--- src/rtl/l4_rx_chksum_input_ctrl.sv ---
// L4 (UDP/TCP over IPv4) RX checksum input controller: prepends the 12-byte
// pseudo-header, realigns the segment behind it and drives the checksum engine.
`ifndef IP_ADDR_W
`define IP_ADDR_W 32
`endif
`ifndef TOT_LEN_W
`define TOT_LEN_W 16
`endif
`ifndef PKT_TIMESTAMP_W
`define PKT_TIMESTAMP_W 64
`endif

// state | meaning
// IDLE  | waiting for a header descriptor; command issued on accept
// DATA  | passing segment beats, each output beat = {hold, top USE bytes}
// DRAIN | emitting the held tail bytes of the final input beat
module l4_rx_chksum_input_ctrl #(
  parameter int DATA_WIDTH = 256,
  parameter int USER_WIDTH = `PKT_TIMESTAMP_W,
  parameter int PAD_W      = $clog2(DATA_WIDTH/8)
) (
  input  logic                     clk,
  input  logic                     rst,
  input  logic                     src_chksum_rx_hdr_val,
  input  logic [`IP_ADDR_W-1:0]    src_chksum_rx_src_ip,
  input  logic [`IP_ADDR_W-1:0]    src_chksum_rx_dst_ip,
  input  logic [`TOT_LEN_W-1:0]    src_chksum_rx_l4_len,
  input  logic                     src_chksum_rx_proto_tcp,
  input  logic                     src_chksum_rx_csum_en,
  input  logic [USER_WIDTH-1:0]    src_chksum_rx_timestamp,
  output logic                     chksum_src_rx_hdr_rdy,
  input  logic                     src_chksum_rx_data_val,
  input  logic [DATA_WIDTH-1:0]    src_chksum_rx_data,
  input  logic                     src_chksum_rx_last,
  input  logic [PAD_W-1:0]         src_chksum_rx_padbytes,
  output logic                     chksum_src_rx_data_rdy,
  output logic                     req_cmd_val,
  output logic [7:0]               req_cmd_csum_start,
  output logic [7:0]               req_cmd_csum_offset,
  output logic [15:0]              req_cmd_csum_init,
  output logic                     req_cmd_csum_enable,
  input  logic                     req_cmd_rdy,
  output logic [DATA_WIDTH-1:0]    req_tdata,
  output logic [DATA_WIDTH/8-1:0]  req_tkeep,
  output logic                     req_tval,
  output logic                     req_tlast,
  output logic [USER_WIDTH-1:0]    req_tuser,
  output logic                     req_len_err,
  input  logic                     req_trdy
);
  localparam int DATA_BYTES = DATA_WIDTH/8;
  localparam int HOLD_BYTES = 12;
  localparam int USE_BYTES  = DATA_BYTES - HOLD_BYTES;
  localparam int HOLD_W     = HOLD_BYTES*8;
  localparam int LEN_W      = `TOT_LEN_W;

  typedef enum logic [1:0] {IDLE = 2'd0, DATA = 2'd1, DRAIN = 2'd2} state_t;

  state_t                 state_q, state_d;
  logic [HOLD_W-1:0]      hold_q, hold_d;
  logic [PAD_W-1:0]       pad_q, pad_d;
  logic [USER_WIDTH-1:0]  ts_q, ts_d;
  logic [LEN_W-1:0]       len_q, len_d;
  logic [LEN_W-1:0]       cnt_q, cnt_d;
  logic                   err_q, err_d;

  logic [LEN_W-1:0]       beat_bytes;
  logic [LEN_W-1:0]       cnt_sum;
  logic                   pad_ge_hold;

  assign pad_ge_hold = (32'(src_chksum_rx_padbytes) >= HOLD_BYTES);
  assign beat_bytes  = src_chksum_rx_last ?
                       LEN_W'(DATA_BYTES) - LEN_W'(src_chksum_rx_padbytes) :
                       LEN_W'(DATA_BYTES);
  assign cnt_sum     = cnt_q + beat_bytes;

  always_ff @(posedge clk or posedge rst) begin
    if (rst) begin
      state_q <= IDLE;
      hold_q  <= '0;
      pad_q   <= '0;
      ts_q    <= '0;
      len_q   <= '0;
      cnt_q   <= '0;
      err_q   <= 1'b0;
    end else begin
      state_q <= state_d;
      hold_q  <= hold_d;
      pad_q   <= pad_d;
      ts_q    <= ts_d;
      len_q   <= len_d;
      cnt_q   <= cnt_d;
      err_q   <= err_d;
    end
  end

  always_comb begin
    state_d                = IDLE;
    hold_d                 = hold_q;
    pad_d                  = pad_q;
    ts_d                   = ts_q;
    len_d                  = len_q;
    cnt_d                  = cnt_q;
    err_d                  = err_q;
    chksum_src_rx_hdr_rdy  = 1'b0;
    chksum_src_rx_data_rdy = 1'b0;
    req_cmd_val            = 1'b0;
    req_cmd_csum_start     = 8'd0;
    req_cmd_csum_offset    = 8'd0;
    req_cmd_csum_init      = 16'd0;
    req_cmd_csum_enable    = 1'b0;
    req_tdata              = '0;
    req_tkeep              = '1;
    req_tval               = 1'b0;
    req_tlast              = 1'b0;
    req_len_err            = 1'b0;

    case (state_q)
      IDLE: begin
        state_d               = IDLE;
        chksum_src_rx_hdr_rdy = req_cmd_rdy;
        if (src_chksum_rx_hdr_val && req_cmd_rdy) begin
          req_cmd_val         = 1'b1;
          req_cmd_csum_offset = src_chksum_rx_proto_tcp ? 8'd28 : 8'd18;
          req_cmd_csum_enable = src_chksum_rx_csum_en;
          hold_d = {src_chksum_rx_src_ip, src_chksum_rx_dst_ip, 8'h00,
                    (src_chksum_rx_proto_tcp ? 8'd6 : 8'd17), src_chksum_rx_l4_len};
          ts_d    = src_chksum_rx_timestamp;
          len_d   = src_chksum_rx_l4_len;
          cnt_d   = '0;
          state_d = DATA;
        end
      end

      DATA: begin
        state_d                = DATA;
        req_tval               = src_chksum_rx_data_val;
        chksum_src_rx_data_rdy = req_trdy;
        req_tdata = {hold_q, src_chksum_rx_data[DATA_WIDTH-1 -: USE_BYTES*8]};
        // A final beat with >= 12 pad bytes fits entirely behind the hold bytes.
        if (src_chksum_rx_last && pad_ge_hold) begin
          req_tlast   = 1'b1;
          req_tkeep   = {DATA_BYTES{1'b1}} << (32'(src_chksum_rx_padbytes) - HOLD_BYTES);
          req_len_err = (cnt_sum != len_q);
        end
        if (src_chksum_rx_data_val && req_trdy) begin
          cnt_d  = cnt_sum;
          hold_d = src_chksum_rx_data[HOLD_W-1:0];
          if (src_chksum_rx_last) begin
            if (pad_ge_hold) begin
              state_d = IDLE;
            end else begin
              pad_d   = src_chksum_rx_padbytes;
              err_d   = (cnt_sum != len_q);
              state_d = DRAIN;
            end
          end
        end
      end

      DRAIN: begin
        state_d     = DRAIN;
        req_tval    = 1'b1;
        req_tlast   = 1'b1;
        req_tdata   = {hold_q, {(USE_BYTES*8){1'b0}}};
        req_tkeep   = {DATA_BYTES{1'b1}} << (32'(pad_q) + USE_BYTES);
        req_len_err = err_q;
        if (req_trdy) state_d = IDLE;
      end

      default: state_d = IDLE;
    endcase

    // Handshake outputs go quiet as soon as reset asserts, ahead of any clock.
    if (rst) begin
      chksum_src_rx_hdr_rdy  = 1'b0;
      chksum_src_rx_data_rdy = 1'b0;
      req_cmd_val            = 1'b0;
      req_tval               = 1'b0;
    end
  end

  assign req_tuser = ts_q;

endmodule

--- config.mk ---
export PLATFORM = sky130hd
export DESIGN_NAME = l4_rx_chksum_input_ctrl
export DESIGN_NICKNAME = d
export VERILOG_FILES = /design/src/rtl/l4_rx_chksum_input_ctrl.sv
export SDC_FILE = /design/constraint.sdc
export NUM_CORES = 1
export LEC_CHECK = 0
export CAP_MARGIN = 20
export CORE_AREA = 2 2 311 313
export DETAILED_ROUTE_END_ITERATION = 8
export DIE_AREA = 0 0 313 315
export GPL_ROUTABILITY_DRIVEN = 0
export PLACE_DENSITY = 0.4
export SYNTH_ARGS = -nofsm -noshare
export SYNTH_HDL_FRONTEND = slang
export SYNTH_SLANG_ARGS = --single-unit
--- constraint.sdc ---
create_clock -name clk -period 14.75 [get_ports clk]
set_input_delay 2.2125 -clock clk [delete_from_list [all_inputs] [get_ports clk]]
set_output_delay 2.2125 -clock clk [all_outputs]
set_load 0.02 [all_outputs]
==> results of run 1 <==
==> layer usage <==
| layer | global-route usage | vias up |
|---|---|---|
| met2 | 0.235 | 548 |
| met5 | 0 | - |
| met1 | 0.148 | 6155 |
| met3 | 0.0416 | 68 |
| met4 | 0.0285 | 0 |
| li1 | - | 6202 |
==> registers in the layout, indices dropped and copies added, names as in the netlist <==
register	flops
hold_q	96
req_tuser	64
pad_q	5
cnt_q	16
len_q	16
state_q	2
err_q	1
==> power breakdown <==
group | total (W) | internal, W | switching [W] | leakage, nW
Combinational | 0.00249 | 0.00107 | 0.00142 | 6.70
Sequential | 0.000974 | 0.000810 | 0.000164 | 2.50
Clock | 0.000505 | 0.000230 | 0.000275 | 0.293
==> kinds of logic after synthesis <==
| family | Yosys count | synth area share |
|---|---|---|
| buffers and inverters | 161 | 0.0608 |
| multiplexers | 83 | 0.0692 |
| adder cells (fa/ha/maj) | 19 | 0.0204 |
| AO/OA/AOI/OAI | 193 | 0.100 |
| flip-flops | 200 | 0.417 |
| XOR/XNOR | 27 | 0.0197 |
| other | 1 | 0.000313 |
| AND/OR/NAND/NOR | 772 | 0.312 |
==> path summary, 6_finish.rpt <==
path / start / endpoint / slack [ps] / cells past startpoint
max: src_chksum_rx_padbytes[0] / req_len_err / 6120 / 14
min: hold_q[31] / hold_q[31] / 470 / 2
max reg2reg: state_q[1] / cnt_q[10] / 9630 / 9
min reg2reg: hold_q[31] / hold_q[31] / 470 / 2
max in group asynchronous: rst / hold_q[85] / 11120 / 3
min in group asynchronous: rst / req_tuser[15] / 2200 / 2
==> final cells by class <==
class / instances / area (um2) / area share
inverters: 19 / 81.3 / 0.00377
flip-flops and latches: 200 / 5000 / 0.232
clock buffers: 17 / 425 / 0.0197
well taps: 1276 / 1600 / 0.0739
repair buffers: 786 / 7880 / 0.365
clock inverters: 15 / 178 / 0.00823
diodes: 4 / 10.0 / 0.000463
multi-input cells: 1122 / 6420 / 0.298
==> per-stage QoR <==
stage	cells	instance area (um2)	power (W)	util
6_report	3439	21600	0.00397	0.226
5_1_grt	3436	21600	0.00428	0.226
4_1_cts	3434	21600	0.00405	0.225
3_5_place_dp	3402	21000	0.00351	0.219
3_3_place_gp	3402	21000	0.00350	0.219
2_1_floorplan	1483	12100	0.00231	-
==> critical path: cells and delay by family <==
kind                     cells  cell delay, ps
AO/OA/AOI/OAI                5            1060
adder cells (fa/ha/maj)      2             690
buffers and inverters        3            1450
AND/OR/NAND/NOR              4             980
==> cell usage in the layout (no fill, tap or decap), drive strengths merged, types with 3 or more instances in the layout <==
master and n:
clkbuf 17, clkinv 7, and2 106, o31ai 3, a211oi 3, xnor2 20, or3 5, nor2 24
ha 18, mux2i 83, clkdlybuf4s50 776, diode 4, a21o 10, dfrtp 200, nand3 37, o21bai 3
a21oi 25, nor3 8, xor2 7, nand4 5, a22o 8, o21ai 109, o221ai 8, nand2b 10
nand2 397, nor2b 6, a221o 3, and3 165, inv 26, conb 28, o2111ai 4, buf 10
==> flow_summary.ini, run 1 <==
[detailed_routing]
maxUsedRoutingLayer = met4
detailedRoute.firstIterationViolations = 571
wirelength_met1_um = 26200
antenna_left = 0
detail_route.first_pass.iterations = 5
routed-wl-met2_um = 33700
dr_drc_count = 0
routed_wire_per_std_cell_um = 19.2
detailroute.via_count = 13000
totalWireLength_um = 65900
wl_met3_um = 5000
detail_route.vias_per_cell = 3.77

[timing]
grt_setup_unrepaired = no
final_hold_violation_count = 0
finalWorstPathRequiredPeriod_ps = 8630
clock_skew_ps = 31.8
final_max_slew_viol_count = 0
setup_ws_ps = 6120
max_clock_freq_mhz = 116
post_route_fraction_of_the_period_consumed_by_the_critical_path = 0.585
max_slew_margin = 0.283
worst_pin_slew_ps = 1080
finalSetupViolCount = 0
setup_tns_ps = 0
hold-worst-slack_ps = 468

[synth]
synth.avg_cell_area_um2 = 8.24
seq_area_frac_synth = 0.417
synth_enable_flop_cells = 0
synth-async-reset-ratio = 1.00
synth_common_cells = 396 x nand2_1, 200 x dfrtp_1, 164 x and3_1
area_share_of_the_leading_cell_type_in_the_synthesized_netlist = 0.417
synth_largest_area_cell = dfrtp_1
syn_area_um2 = 12000
ys_ff_latch = 200
synth.distinct_cells = 59
syn_inst = 1456
synth_flop_cell = dfrtp_1
synth.yosys.warnings = 0
synth_top_cells_by_area = dfrtp_1 42%, nand2_1 12%, and3_1 8.6%, mux2i_1 6.9%, and2_1 5.5%
yosys.cell_count.top_type = nand2_1

[clock_network]
clk_transition_reported_paths_ps = 80
cts_buffers = 17
insertion_delay_ps = 500
cts_root_buf = clkbuf_16
max-clock-path-buffers = 2
ctsResizeCount = 0
postCtsSetupBuffers = 0
cts_num_sinks = 200
cts.hold.buffers_added = 0
tritoncts_clock_tree = done
htree_levels = 4

[place]
place.detailed.hpwl_um = 51600
detailedPlace.worstSlack_ps = 6090
port-buffer-count = 776

[worst_setup_path]
cp_data_required_time_ps = 12540
timing.critical_path.slowest_cell_delay_ps = 660
cp_max_fo = 8
crit_path_top_delay_cell = clkdlybuf4s50_1
critical_path_type = input pin to primary output
cp-start-kind = input pin
worstSetupEndpointType = primary output
cp_data_arrival_time_ps = 6420
crit_chain = clkdlybuf4s50_1 -> inv_1 -> ha_1 -> and3_1 -> o21a_1 -> ha_1 -> nand2_2 -> a211oi_4 -> o21ai_0 -> or3_1 -> a31o_1 -> nor4_2 -> o21ai_1 -> clkdlybuf4s50_1

[floorplan]
initial_utilization = 0.125
die-area_um2 = 98600
die_w_um = 313
floorplan.io_pins = 805
core.rowCount = 114
floorplan.core_area_um2 = 95700
floorplan.die.height_um = 315

[pwr]
p_leak_nw = 9.49
power.density_cell_area_nw_per_um2 = 184
vdd_drop_max_mv = 0.0792

[global_route]
grt_first_pass_wirelength_um = 94400
antenna_violations_before_repair = 13
grt_start_max_net_pins = 140
grt_pass1_vias = 13600
globalRoute.totalOverflow = 0
globalRouteTotalUtil = 0.130

[min_path]
hold_path.class = flip-flop to flip-flop

[cells_and_area]
n_fill_cell = 10500
drive_gt1_frac = 0.0301
synthToLayoutAreaGrowth_pct = 80.0
layout.nets = 2579

[flow_run]
max_cap_violations = 0

[outcome]
status = complete, no violations
Power figures use the tool's default switching activity.
==> inputs of run 2 (changes only) <==
--- a/config.mk
+++ b/config.mk
@@ -6,9 +6,9 @@
 export NUM_CORES = 1
 export LEC_CHECK = 0
 export CAP_MARGIN = 20
-export CORE_AREA = 2 2 311 313
+export CORE_AREA = 2 2 310 312
 export DETAILED_ROUTE_END_ITERATION = 8
-export DIE_AREA = 0 0 313 315
+export DIE_AREA = 0 0 312 314
 export GPL_ROUTABILITY_DRIVEN = 0
 export PLACE_DENSITY = 0.4
 export SYNTH_ARGS = -nofsm -noshare
==> constraint.sdc (replaced) <==
create_clock -name clk -period 8.2 [get_ports clk]
set_input_delay 1.23 -clock clk [delete_from_list [all_inputs] [get_ports clk]]
set_output_delay 1.23 -clock clk [all_outputs]
set_load 0.02 [all_outputs]
==> run 2 against run 1 <==
Combinational power rose by 80%. Via count grew 0.79%. Sequential share of layout area fell by 0.054 points. Clock power increased by 92%. Register-to-register slack got worse by 5700 ps. Global-route usage is 0.29 points higher. Non-clock buffer count up 3. Final cell count fell by 0.29%. Largest power group unchanged.
==> flow_summary.ini, run 2 (synthesis results as in run 1) <==
[pwr]
power.density_cell_area_nw_per_um2 = 332
clockPowerShare = 0.135
power_switching_share = 0.469
vdd_drop_max_mv = 0.169
power.internal_w = 0.00382
pwr-share-seq = 0.244
combinationalPowerShare = 0.621
netSwitchingPower_w = 0.00337
p_leak_nw = 9.53
power_w = 0.00720

[outcome]
status = complete, no violations

[place]
place.detailed.hpwl_um = 53500
port-buffer-count = 776
detailedPlace.worstSlack_ps = 1610

[global_route]
globalRouteTotalUtil = 0.133
globalRoute.totalOverflow = 0
grt_pass1_vias = 13600
grt_start_max_net_pins = 112
grt_first_pass_wirelength_um = 96100
antenna_violations_before_repair = 19

[floorplan]
die_w_um = 312
initial_utilization = 0.127
die-area_um2 = 98000
floorplan.io_pins = 805
floorplan.core_area_um2 = 94400
floorplan.die.height_um = 314
core.rowCount = 113

[worst_setup_path]
worstSetupEndpointType = primary output
crit_chain = clkdlybuf4s50_1 -> inv_1 -> ha_1 -> and3_1 -> o21a_1 -> ha_1 -> nand2_2 -> a211oi_4 -> o21ai_0 -> or3_1 -> a31o_1 -> nor4_2 -> o21ai_1 -> clkdlybuf4s50_1
rrSetupSlack_ps = 3980
worst_r2r_endpoint = hold_q[60]
timing.critical_path.max_delay_family = buffers and inverters
critical_path_type = input pin to primary output
cp_data_required_time_ps = 6970
cp_data_arrival_time_ps = 5290
cp-start-kind = input pin
worstPathBufferInverterCount = 3
worstReg2RegStart = state_q[1]
worst_r2r_path_depth = 7
crit_path_top_delay_cell = clkdlybuf4s50_1
cp_max_fo = 8
crit_start = src_chksum_rx_padbytes[0]
timing.critical_path.slowest_cell_delay_ps = 670

[detailed_routing]
routed_wire_per_std_cell_um = 19.5
dr_drc_count = 0
detail_route.first_pass.iterations = 5
detailedRoute.firstIterationViolations = 694
detailroute.via_count = 13100
antenna_left = 0
totalWireLength_um = 66800
detail_route.vias_per_cell = 3.81

[clock_network]
cts_buffers = 17
tritoncts_clock_tree = done
insertion_delay_ps = 510
ctsResizeCount = 0
cts_num_sinks = 200
max-clock-path-buffers = 2
cts.hold.buffers_added = 0
cts_root_buf = clkbuf_16
htree_levels = 4
postCtsSetupBuffers = 0
clk_transition_reported_paths_ps = 80

[min_path]
whs_endpoint = hold_q[27]
hold_path.class = flip-flop to flip-flop
min-delay-start = hold_q[27]
worstHoldPathCells = 2

[cells_and_area]
mostFrequentLayoutCell = clkdlybuf4s50_1
mostFrequentLayoutCells = 776 x clkdlybuf4s50_1, 396 x nand2_1, 200 x dfrtp_1
regMostFlops = hold_q
largest_reg_flops = 96
synthToLayoutAreaGrowth_pct = 80.4
n_fill_cell = 10500
drive_gt1_frac = 0.0315
ff_latch_area_um2 = 5000
total_area_of_multi_input_combinational_cells_um2 = 6420
layout.nets = 2582

[timing]
post_route_fraction_of_the_period_consumed_by_the_critical_path = 0.796
finalSetupViolCount = 0
setup_ws_ps = 1680
max_slew_margin = 0.366
setup_tns_ps = 0
grt_setup_unrepaired = no
max_clock_freq_mhz = 153
final_max_slew_viol_count = 0
final_hold_violation_count = 0
clock_skew_ps = 17.1
finalWorstPathRequiredPeriod_ps = 6520
worst_pin_slew_ps = 951

[flow_run]
max_cap_violations = 0
run 2: changes by cell type in the layout (fill, tap and decap cells not counted), moves of 2 or more:
cell / before / now
buf_4: 8 / 12
inv_8: 5 / 3
inv_6: 2 / 0
diode_2: 4 / 2
inv_16: 0 / 3
inv_12: 1 / 6
clkinv_8: 5 / 3
run 2: area by class of cell:
class,count,area share
well taps,1265,0.0731
flip-flops and latches,200,0.231
clock inverters,15,0.0110
inverters,19,0.00370
repair buffers,789,0.364
diodes,2,0.000231
clock buffers,17,0.0197
multi-input cells,1122,0.297
run 2: how the worst max path moves through the flow:
| stage | depth (start not counted) | end | slack (ps) |
|---|---|---|---|
| 2_1_floorplan | 3 | req_cmd_val | 630 |
| 3_3_place_gp | 14 | req_len_err | 1680 |
| 3_5_place_dp | 14 | req_len_err | 1610 |
| 4_1_cts | 14 | req_len_err | 1590 |
| 5_1_grt | 14 | req_len_err | 1400 |
| 6_report | 14 | req_len_err | 1680 |
run 2: through the flow:
step           instance area [um2]  hold WS [ps]  utilization  instances
6_report                     21600           461        0.229       3429
5_1_grt                      21600           489        0.229       3427
4_1_cts                      21600           469        0.229       3426
3_5_place_dp                 21000           449        0.222       3394
3_3_place_gp                 21000           443        0.222       3394
2_1_floorplan                12100           430            -       1483
run 2: worst min-delay path, stage by stage (launching register included):
cell and delay (ps):
dfrtp_1 340, nand2_1 50, nand2_1 50
run 2: power groups by stage:
stage / combinational, W / sequential (W) / clock, W
floorplan: 0.00229 / 0.00187 / 0
global placement: 0.00453 / 0.00178 / 0
detailed placement: 0.00452 / 0.00179 / 0
CTS: 0.00454 / 0.00178 / 0.00103
global route: 0.00485 / 0.00183 / 0.00107
finish: 0.00447 / 0.00176 / 0.000972
run 2: per-layer routing:
layer / global-route usage / part of all wire / vias to the layer above
met3: 0.0489 / 0.086 / 70
met5: 0 / 0.0018 / -
li1: - / - / 6205
met4: 0.0273 / 0.014 / 20
met1: 0.150 / 0.39 / 6200
met2: 0.237 / 0.51 / 580
